## config.mk

```make
export PLATFORM = sky130hd
export DESIGN_NAME = button_bounce_gen
export DESIGN_NICKNAME = d
export VERILOG_FILES = /design/src/rtl/button_bounce_gen.sv
export SDC_FILE = /design/constraint.sdc
export NUM_CORES = 1
export LEC_CHECK = 0
export ABC_AREA = 1
export CAP_MARGIN = 15
export CORE_AREA = 8 8 105 116
export DETAILED_ROUTE_END_ITERATION = 7
export DIE_AREA = 0 0 113 124
export DONT_BUFFER_PORTS = 1
export GPL_ROUTABILITY_DRIVEN = 1
export PLACE_DENSITY = 0.74
export SKIP_CTS_REPAIR_TIMING = 1
export SYNTH_ARGS = -nofsm -noshare
export SYNTH_HDL_FRONTEND = slang
export SYNTH_SLANG_ARGS = --single-unit
```

## constraint.sdc

```tcl
create_clock -name clk -period 5.5 [get_ports clk]
set_input_delay 1.1 -clock clk [delete_from_list [all_inputs] [get_ports clk]]
set_output_delay 1.1 -clock clk [all_outputs]
set_load 0.005 [all_outputs]
```

## src/rtl/button_bounce_gen.sv

```systemverilog
// Bouncing active-low pushbutton stimulus: bouncy press, clean hold, bouncy release.
// Bounce gaps are drawn from a free-running 16-bit Galois LFSR.
module button_bounce_gen #(
  parameter int unsigned CW          = 32,
  parameter int unsigned GAP_BITS    = 10,
  parameter int unsigned MAX_TOGGLES = 8,
  parameter logic [15:0] LFSR_SEED   = 16'hACE1
) (
  input  logic          clk,
  input  logic          rst_n,
  input  logic          start,
  input  logic [CW-1:0] hold_cycles,
  input  logic [3:0]    toggles,
  output logic          button_out,
  output logic          busy,
  output logic          done,
  output logic [1:0]    phase
);

  localparam int unsigned GW   = GAP_BITS + 1;
  localparam logic [15:0] SEED = (LFSR_SEED == 16'h0000) ? 16'h0001 : LFSR_SEED;
  localparam logic [15:0] MASK = 16'hB400;

  typedef enum logic [1:0] {
    IDLE           = 2'd0,
    PRESS_BOUNCE   = 2'd1,
    HOLD           = 2'd2,
    RELEASE_BOUNCE = 2'd3
  } state_t;

  state_t        state_q, state_d;
  logic [15:0]   lfsr_q, lfsr_d;
  logic [GW-1:0] gap_q, gap_d, gap_new;
  logic [4:0]    rem_q, rem_d;
  logic [3:0]    tog_q, tog_d;
  logic [CW-1:0] hold_q, hold_d;
  logic [CW-1:0] cnt_q, cnt_d;
  logic          btn_d, busy_d, done_d;
  logic [3:0]    tog_clamp;
  logic [CW-1:0] hold_clamp;

  assign tog_clamp  = (32'(toggles) > MAX_TOGGLES) ? 4'(MAX_TOGGLES) : toggles;
  assign hold_clamp = (hold_cycles == '0) ? CW'(1) : hold_cycles;
  assign gap_new    = GW'(lfsr_q[GAP_BITS-1:0]) + GW'(1);
  assign phase      = state_q;

  // Next-state and registered-output logic
  always_comb begin
    state_d = state_q;
    lfsr_d  = {1'b0, lfsr_q[15:1]} ^ (lfsr_q[0] ? MASK : 16'h0000);
    gap_d   = gap_q;
    rem_d   = rem_q;
    tog_d   = tog_q;
    hold_d  = hold_q;
    cnt_d   = cnt_q;
    btn_d   = button_out;
    busy_d  = busy;
    done_d  = 1'b0;

    case (state_q)
      IDLE: begin
        btn_d = 1'b1;
        if (start) begin
          tog_d   = tog_clamp;
          hold_d  = hold_clamp;
          btn_d   = 1'b0;
          busy_d  = 1'b1;
          rem_d   = {tog_clamp, 1'b0};
          gap_d   = gap_new;
          state_d = PRESS_BOUNCE;
        end
      end
      PRESS_BOUNCE, RELEASE_BOUNCE: begin
        if (gap_q > GW'(1)) begin
          gap_d = gap_q - GW'(1);
        end else if (rem_q != 5'd0) begin
          btn_d = ~button_out;
          rem_d = rem_q - 5'd1;
          gap_d = gap_new;
        end else if (state_q == PRESS_BOUNCE) begin
          cnt_d   = hold_q;
          state_d = HOLD;
        end else begin
          done_d  = 1'b1;
          busy_d  = 1'b0;
          state_d = IDLE;
        end
      end
      HOLD: begin
        if (cnt_q > CW'(1)) begin
          cnt_d = cnt_q - CW'(1);
        end else begin
          btn_d   = 1'b1;
          rem_d   = {tog_q, 1'b0};
          gap_d   = gap_new;
          state_d = RELEASE_BOUNCE;
        end
      end
    endcase
  end

  // State and output registers, synchronous active-low reset
  always_ff @(posedge clk) begin
    if (!rst_n) begin
      state_q    <= IDLE;
      lfsr_q     <= SEED;
      gap_q      <= GW'(1);
      rem_q      <= 5'd0;
      tog_q      <= 4'd0;
      hold_q     <= CW'(1);
      cnt_q      <= CW'(1);
      button_out <= 1'b1;
      busy       <= 1'b0;
      done       <= 1'b0;
    end else begin
      state_q    <= state_d;
      lfsr_q     <= lfsr_d;
      gap_q      <= gap_d;
      rem_q      <= rem_d;
      tog_q      <= tog_d;
      hold_q     <= hold_d;
      cnt_q      <= cnt_d;
      button_out <= btn_d;
      busy       <= busy_d;
      done       <= done_d;
    end
  end

endmodule
```

==> results of run 1 <==
## cell type report
type	count	area (µm²)
multi-input combinational	715	3270
sequential	105	2100
fill	1044	3970
inverter	120	450
clock inverter	4	26.3
tap	123	154
timing repair buffer	3	22.5
clock buffer	12	256
## power groups by stage
stage               Combinational [W]  Sequential [W]  Clock [W]
global placement              0.00211         0.00125          0
detailed placement            0.00213         0.00125          0
floorplan                     0.00177         0.00118          0
finish                        0.00215         0.00124   0.000620
global route                  0.00251         0.00127   0.000662
CTS                           0.00215         0.00123   0.000633
## through the flow
stage	cells	util	total power, W	area [µm²]
floorplan	975	-	0.00296	5980
global placement	1066	0.585	0.00336	6000
detailed placement	1066	0.585	0.00338	6000
CTS	1082	0.613	0.00401	6280
global route	1082	0.613	0.00444	6280
finish	1082	0.613	0.00401	6280
## placed cells by master, fill, tap and decap left out, types with 2 or more instances in the layout
cell type	count
sky130_fd_sc_hd__nand2_1	279
sky130_fd_sc_hd__nor2_1	163
sky130_fd_sc_hd__inv_1	115
sky130_fd_sc_hd__dfxtp_1	105
sky130_fd_sc_hd__o21ai_0	72
sky130_fd_sc_hd__a21oi_1	64
sky130_fd_sc_hd__nand3_1	62
sky130_fd_sc_hd__nand4_1	17
sky130_fd_sc_hd__ha_1	12
sky130_fd_sc_hd__xor2_1	9
sky130_fd_sc_hd__clkbuf_16	9
sky130_fd_sc_hd__nor2_2	7
sky130_fd_sc_hd__xnor2_1	6
sky130_fd_sc_hd__a31oi_1	3
sky130_fd_sc_hd__or2_2	3
sky130_fd_sc_hd__nand2_2	3
sky130_fd_sc_hd__inv_2	3
sky130_fd_sc_hd__nand2_4	3
sky130_fd_sc_hd__buf_4	3
sky130_fd_sc_hd__nor3_1	2
sky130_fd_sc_hd__a211oi_1	2
sky130_fd_sc_hd__clkinv_1	2
sky130_fd_sc_hd__clkinv_2	2
sky130_fd_sc_hd__clkbuf_8	2
## state kept, by name, indices dropped and copies added, names as in the netlist
signal,count
busy,1
button_out,1
cnt_q,32
done,1
gap_q,11
hold_q,32
lfsr_q,16
phase,2
rem_q,5
tog_q,4
## worst paths after layout
check | cells after the start | slack (ns) | start | endpoint
worst max-delay path | 10 | 2.89 | phase[0]$_SDFFE_PN0P_ | cnt_q[23]$_SDFFE_PN0P_
worst min-delay path | 1 | 0.42 | lfsr_q[12]$_SDFF_PN0_ | lfsr_q[11]$_SDFF_PN1_
worst max register to register | 10 | 2.89 | phase[0]$_SDFFE_PN0P_ | cnt_q[23]$_SDFFE_PN0P_
worst min register to register | 1 | 0.42 | lfsr_q[12]$_SDFF_PN0_ | lfsr_q[11]$_SDFF_PN1_
## logic make-up (layout without fill, tap and decap cells)
kind of cell             Yosys count  count (layout)  synth area share
AND/OR/NAND/NOR                  543             543             0.373
XOR/XNOR                          15              15            0.0220
buffers and inverters            155             139             0.102
adder cells (fa/ha/maj)           12              12            0.0251
flip-flops                       105             105             0.351
AO/OA/AOI/OAI                    145             145             0.126
## metal layers
metal | routed length [µm] | part of all wire | vias to the layer above | GRT usage
met4 | 516 | 0.036 | 0 | 0.113
met2 | 7210 | 0.50 | 80 | 0.396
li1 | - | - | 3016 | -
met1 | 6290 | 0.43 | 2478 | 0.238
met5 | 0 | 0 | - | 0
met3 | 481 | 0.033 | 33 | 0.0407
==> summary.log, run 1 <==
[status] status complete, no violations
[synth] post-synth net total 1026
[power_and_ir_drop] clock share of power 0.155
[power_and_ir_drop] Leak Pwr 3.15 nW
[setup_path] Buffers & Inverters on Critical Path 4
[power_and_ir_drop] share of power burned in registers 0.308
[synth] commonest register cell after synthesis sky130_fd_sc_hd__dfxtp_1
[timing] Period Utilization, post-route 0.474
[global_route] pin count of the biggest net entering global routing 92
[detailed_routing] antenna viol nets, final 0
[synth] number of enable flip-flop cells after synthesis 0
[setup_path] type of origin of the critical path flip-flop
[layout] antenna diode count 0
[synth] post-synthesis instance area 5980 µm²
[setup_path] highest cell delay on the worst timing path 0.47 ns
[floorplanning] Initial Utilization 0.584
[synth] async set-reset flop share out of synthesis 0
[layout] fraction of layout cells with a size suffix above 1 0.0417
[timing] post-layout worst setup margin 2.89 ns
[worst_hold_path] min-delay worst type flip-flop to flip-flop
[setup_path] master of the slowest instance on the critical path sky130_fd_sc_hd__dfxtp_1
[timing] unrepaired setup endpoints after global routing false
[synth] Synth top area share 0.351
[clock_network] Reg clk slew, reported paths 0.07 ns
[timing] pin slew with the least headroom to its limit 0.857 ns
[floorplanning] number of top-level pins 44
[timing] Fmax achieved 0.384 GHz
[clock_network] total number of H-tree levels 3
[setup_path] Worst Setup Path Type flip-flop to flip-flop
[global_route] vias in the first global route 5360
[global_route] total global routing track utilization 0.217
[timing] number of setup violations in the final report 0
[timing] final-report max-slew violation count 0
[placed_design] Port Buffers 0
[setup_path] largest fanout of any net on the critical path 49
[power_and_ir_drop] maximum VDD drop 346 µV
[timing] Post-Route Setup TNS 0 ns
[detailed_routing] overall via count from detail_route 5607
[synth] count of unique library cells instantiated by Yosys 34
[floorplanning] floorplan die area 14000 µm²
[placed_design] post-placement setup slack 2.90 ns
[power_and_ir_drop] pwr/cell area 638 nW/µm²
[layout] Area Overhead vs Synth 4.96%
[clock_network] number of buffers created by CTS 9
[timing] Hold WS 0.418 ns
[layout] final-stage net count 1005
[global_route] global route total overflow 0
[floorplanning] placeable core region 10200 µm²
[detailed_routing] initial DRC count 395
[detailed_routing] number of remaining DRC errors 0
[global_route] initial antenna violation count 0
[synth] total of flip-flops plus latches after synthesis 105
[setup_path] crit path capture type flip-flop
[floorplanning] row count 39
[timing] clock skew after layout 0.0124 ns
[detailed_routing] DRT Pass-1 Iters 5
[clock_network] worst-case clock buffer depth 2
[clock_network] Sink Count 105
[timing] Final Critical Period 2.61 ns
[timing] final hold violation count 0
[setup_path] CP Cell Sequence inv_1, ha_1, buf_4, inv_1, buf_4, nand2_1, nand2_4, nand2_4, nor2_1, nor2_1
[synth] most numerous cell in the Yosys netlist sky130_fd_sc_hd__nand2_1
[detailed_routing] final wirelength 14500 µm
[timing] worst-case headroom to the max-slew limit 0.428
[synth] fraction of the yosys area taken by sequential cells 0.351
[detailed_routing] average wire per standard cell 13.4 µm
[synth] top cell type by total area after synthesis sky130_fd_sc_hd__dfxtp_1
[setup_path] critical path's top delay family simple AND/OR/NAND/NOR gates
[synth] Synth top cells by count sky130_fd_sc_hd__nand2_1 (279), sky130_fd_sc_hd__nor2_1 (163), sky130_fd_sc_hd__inv_1 (115)
[power_and_ir_drop] switching power total 0.00198 W
[placed_design] HPWL after DPL 10400 µm
[clock_network] clock tree from TritonCTS done
[power_and_ir_drop] Net Sw Frac 0.495
[synth] most area-consuming cells after synthesis sky130_fd_sc_hd__dfxtp_1 (35%), sky130_fd_sc_hd__nand2_1 (18%), sky130_fd_sc_hd__nor2_1 (10%), sky130_fd_sc_hd__inv_1 (7.2%), sky130_fd_sc_hd__o21ai_0 (6.0%)
[synth] syn_area_per_cell 6.14 µm²
[global_route] wire length of the first global-routing pass 24600 µm
[floorplanning] die boundary height 124 µm
[power_and_ir_drop] cell internal pwr 0.00202 W
[floorplanning] die boundary width 113 µm
[clock_network] cell at the root of the clock tree sky130_fd_sc_hd__clkbuf_16
[clock_network] clock network latency to the later pin of the worst-skew pair 0.35 ns
[flow_run] total of max-cap violations 0
[placed_design] gp weighted congestion 0.892
[synth] instance count of the mapped netlist 975
[synth] yosys warns 0
[detailed_routing] post-DR vias/cell 5.18
[setup_path] Critical Path RT 5.74 ns
[power_and_ir_drop] share of total power in combinational logic 0.537
[setup_path] arrival time of data at the critical path endpoint 2.85 ns
Power figures use the tool's default switching activity.
==> run 2: changes to the inputs <==
--- a/config.mk
+++ b/config.mk
@@ -7,12 +7,12 @@
 export LEC_CHECK = 0
 export ABC_AREA = 1
 export CAP_MARGIN = 15
-export CORE_AREA = 8 8 105 116
+export CORE_AREA = 8 8 106 118
 export DETAILED_ROUTE_END_ITERATION = 7
-export DIE_AREA = 0 0 113 124
+export DIE_AREA = 0 0 114 126
 export DONT_BUFFER_PORTS = 1
 export GPL_ROUTABILITY_DRIVEN = 1
-export PLACE_DENSITY = 0.74
+export PLACE_DENSITY = 0.75
 export SKIP_CTS_REPAIR_TIMING = 1
 export SYNTH_ARGS = -nofsm -noshare
 export SYNTH_HDL_FRONTEND = slang
==> constraint.sdc (replaced) <==
create_clock -name clk -period 2.3 [get_ports clk]
set_input_delay 0.46 -clock clk [delete_from_list [all_inputs] [get_ports clk]]
set_output_delay 0.46 -clock clk [all_outputs]
set_load 0.005 [all_outputs]
==> summary.log, run 2 (synthesis results as in run 1) <==
[placed_design] HPWL after DPL 10800 µm
[setup_path] count of cells along the worst register-to-register path 11
[timing] final hold violation count 0
[floorplanning] row count 40
[detailed_routing] final wirelength 14800 µm
[setup_path] Worst Setup Path Type flip-flop to flip-flop
[setup_path] crit path capture type flip-flop
[detailed_routing] DRT Pass-1 Iters 6
[setup_path] Critical Path RT 2.53 ns
[detailed_routing] antenna viol nets, final 0
[layout] antenna diode count 0
[power_and_ir_drop] switching power total 0.00480 W
[placed_design] placed cell count 1097
[clock_network] cell at the root of the clock tree sky130_fd_sc_hd__clkbuf_16
[layout] leading registers by flop count cnt_q x32, hold_q x32, lfsr_q x16
[power_and_ir_drop] pwr/cell area 1520 nW/µm²
[layout] final non-filler cell total 1113
[floorplanning] die boundary width 114 µm
[clock_network] worst-case clock buffer depth 2
[setup_path] critical register-to-register path startpoint phase[1]$_SDFFE_PN0P_
[timing] Fmax achieved 0.500 GHz
[clock_network] Reg clk slew, reported paths 0.07 ns
[detailed_routing] average wire per standard cell 13.3 µm
[setup_path] critical path endpoint gap_q[7]$_SDFFE_PN0P_
[layout] final-stage net count 1012
[timing] worst-case headroom to the max-slew limit 0.626
[status] status complete, no violations
[floorplanning] floorplan die area 14400 µm²
[flow_run] total of max-cap violations 0
[timing] Final Critical Period 2.00 ns
[floorplanning] placeable core region 10600 µm²
[layout] commonest cells after routing, fill and taps aside sky130_fd_sc_hd__nand2_1 (277), sky130_fd_sc_hd__nor2_1 (163), sky130_fd_sc_hd__inv_1 (115)
[detailed_routing] initial DRC count 395
[floorplanning] die boundary height 126 µm
[setup_path] R2R setup slack 0.30 ns
[clock_network] total number of H-tree levels 3
[power_and_ir_drop] share of total power in combinational logic 0.547
[setup_path] end of the worst register-to-register path gap_q[7]$_SDFFE_PN0P_
[clock_network] clock network latency to the later pin of the worst-skew pair 0.35 ns
[global_route] initial antenna violation count 0
[clock_network] clock tree from TritonCTS done
[setup_path] type of origin of the critical path flip-flop
[floorplanning] Initial Utilization 0.564
[layout] leading cell type in the layout, fill and taps excluded sky130_fd_sc_hd__nand2_1
[layout] fraction of layout cells with a size suffix above 1 0.0507
[timing] clock skew after layout 0.00891 ns
[worst_hold_path] min-delay worst type input port to flip-flop
[placed_design] Port Buffers 0
[power_and_ir_drop] clock share of power 0.149
[floorplanning] number of top-level pins 44
[detailed_routing] post-DR vias/cell 5.13
[global_route] global route total overflow 0
[global_route] total global routing track utilization 0.214
[timing] unrepaired setup endpoints after global routing false
[global_route] vias in the first global route 5418
[placed_design] gp weighted congestion 0.925
[timing] final-report max-slew violation count 0
[clock_network] Sink Count 105
[timing] number of setup violations in the final report 0
[clock_network] number of buffers created by CTS 9
[power_and_ir_drop] maximum VDD drop 811 µV
[timing] Period Utilization, post-route 0.869
[layout] fill count 1077
[global_route] wire length of the first global-routing pass 25200 µm
[power_and_ir_drop] Net Sw Frac 0.495
[layout] Area Overhead vs Synth 6.38%
[setup_path] arrival time of data at the critical path endpoint 2.23 ns
[setup_path] Worst setup startpoint phase[1]$_SDFFE_PN0P_
[timing] Post-Route Setup TNS 0 ns
[detailed_routing] overall via count from detail_route 5714
[power_and_ir_drop] cell internal pwr 0.00489 W
[timing] pin slew with the least headroom to its limit 0.560 ns
[power_and_ir_drop] Leak Pwr 3.17 nW
[setup_path] largest fanout of any net on the critical path 11
[detailed_routing] number of remaining DRC errors 0
[global_route] pin count of the biggest net entering global routing 92
[power_and_ir_drop] share of power burned in registers 0.304
[run 2: cell types whose count changed in the layout (fill, tap and decap cells not counted), sizes merged]
cell	before	now
buf	3	10
clkbuf	12	10
clkinv	4	5
clkinvlp	1	2
[run 2: worst max-delay path, cell delays in order (launching register included)]
cell	delay, ns
sky130_fd_sc_hd__dfxtp_1	0.36
sky130_fd_sc_hd__inv_1	0.14
sky130_fd_sc_hd__ha_1	0.20
sky130_fd_sc_hd__nor2_1	0.07
sky130_fd_sc_hd__inv_1	0.24
sky130_fd_sc_hd__nand2_1	0.11
sky130_fd_sc_hd__o21ai_0	0.27
sky130_fd_sc_hd__inv_1	0.09
sky130_fd_sc_hd__nand2_2	0.20
sky130_fd_sc_hd__nand2_1	0.08
sky130_fd_sc_hd__nand2_1	0.07
sky130_fd_sc_hd__a21oi_1	0.04
[run 2: metal layers]
metal / routed length, µm / GRT usage / vias up
li1: - / - / 3029
met5: 0 / 0 / -
met3: 728 / 0.0445 / 22
met4: 340 / 0.0902 / 0
met2: 7180 / 0.364 / 140
met1: 6600 / 0.255 / 2523
[run 2: stage by stage]
step	area, µm²	hold WS [ns]	util	power (W)	setup WS (ns)
floorplan	5980	0.390	-	0.00707	0.489
global placement	6080	0.401	0.573	0.00812	0.258
detailed placement	6080	0.403	0.573	0.00817	0.185
CTS	6350	0.175	0.599	0.00963	0.168
global route	6360	0.170	0.600	0.0107	0.0448
finish	6360	0.178	0.600	0.00969	0.301
[run 2: worst min-delay path by stage]
stage	from	endpoint	slack (ns)	cells after the start
floorplan	lfsr_q[15]$_SDFF_PN1_	lfsr_q[14]$_SDFF_PN0_	0.39	2
global placement	lfsr_q[15]$_SDFF_PN1_	lfsr_q[14]$_SDFF_PN0_	0.40	2
detailed placement	lfsr_q[15]$_SDFF_PN1_	lfsr_q[14]$_SDFF_PN0_	0.40	2
CTS	rst_n	lfsr_q[15]$_SDFF_PN1_	0.17	1
global route	rst_n	lfsr_q[15]$_SDFF_PN1_	0.17	1
finish	rst_n	lfsr_q[15]$_SDFF_PN1_	0.18	1
[run 2: cell type report]
class	count	area (µm²)	area share
clock buffers	10	229	0.0360
clock inverters	6	42.5	0.00668
repair buffers	10	75.1	0.0118
well taps	147	184	0.0289
multi-input cells	715	3280	0.516
inverters	120	450	0.0708
flip-flops and latches	105	2100	0.330
[run 2: power by group through the flow]
stage | sequential [W] | clock (W) | combinational (W)
2_1_floorplan | 0.00283 | 0 | 0.00424
3_3_place_gp | 0.00296 | 0 | 0.00515
3_5_place_dp | 0.00297 | 0 | 0.00520
4_1_cts | 0.00294 | 0.00146 | 0.00524
5_1_grt | 0.00303 | 0.00153 | 0.00618
6_report | 0.00295 | 0.00144 | 0.00530
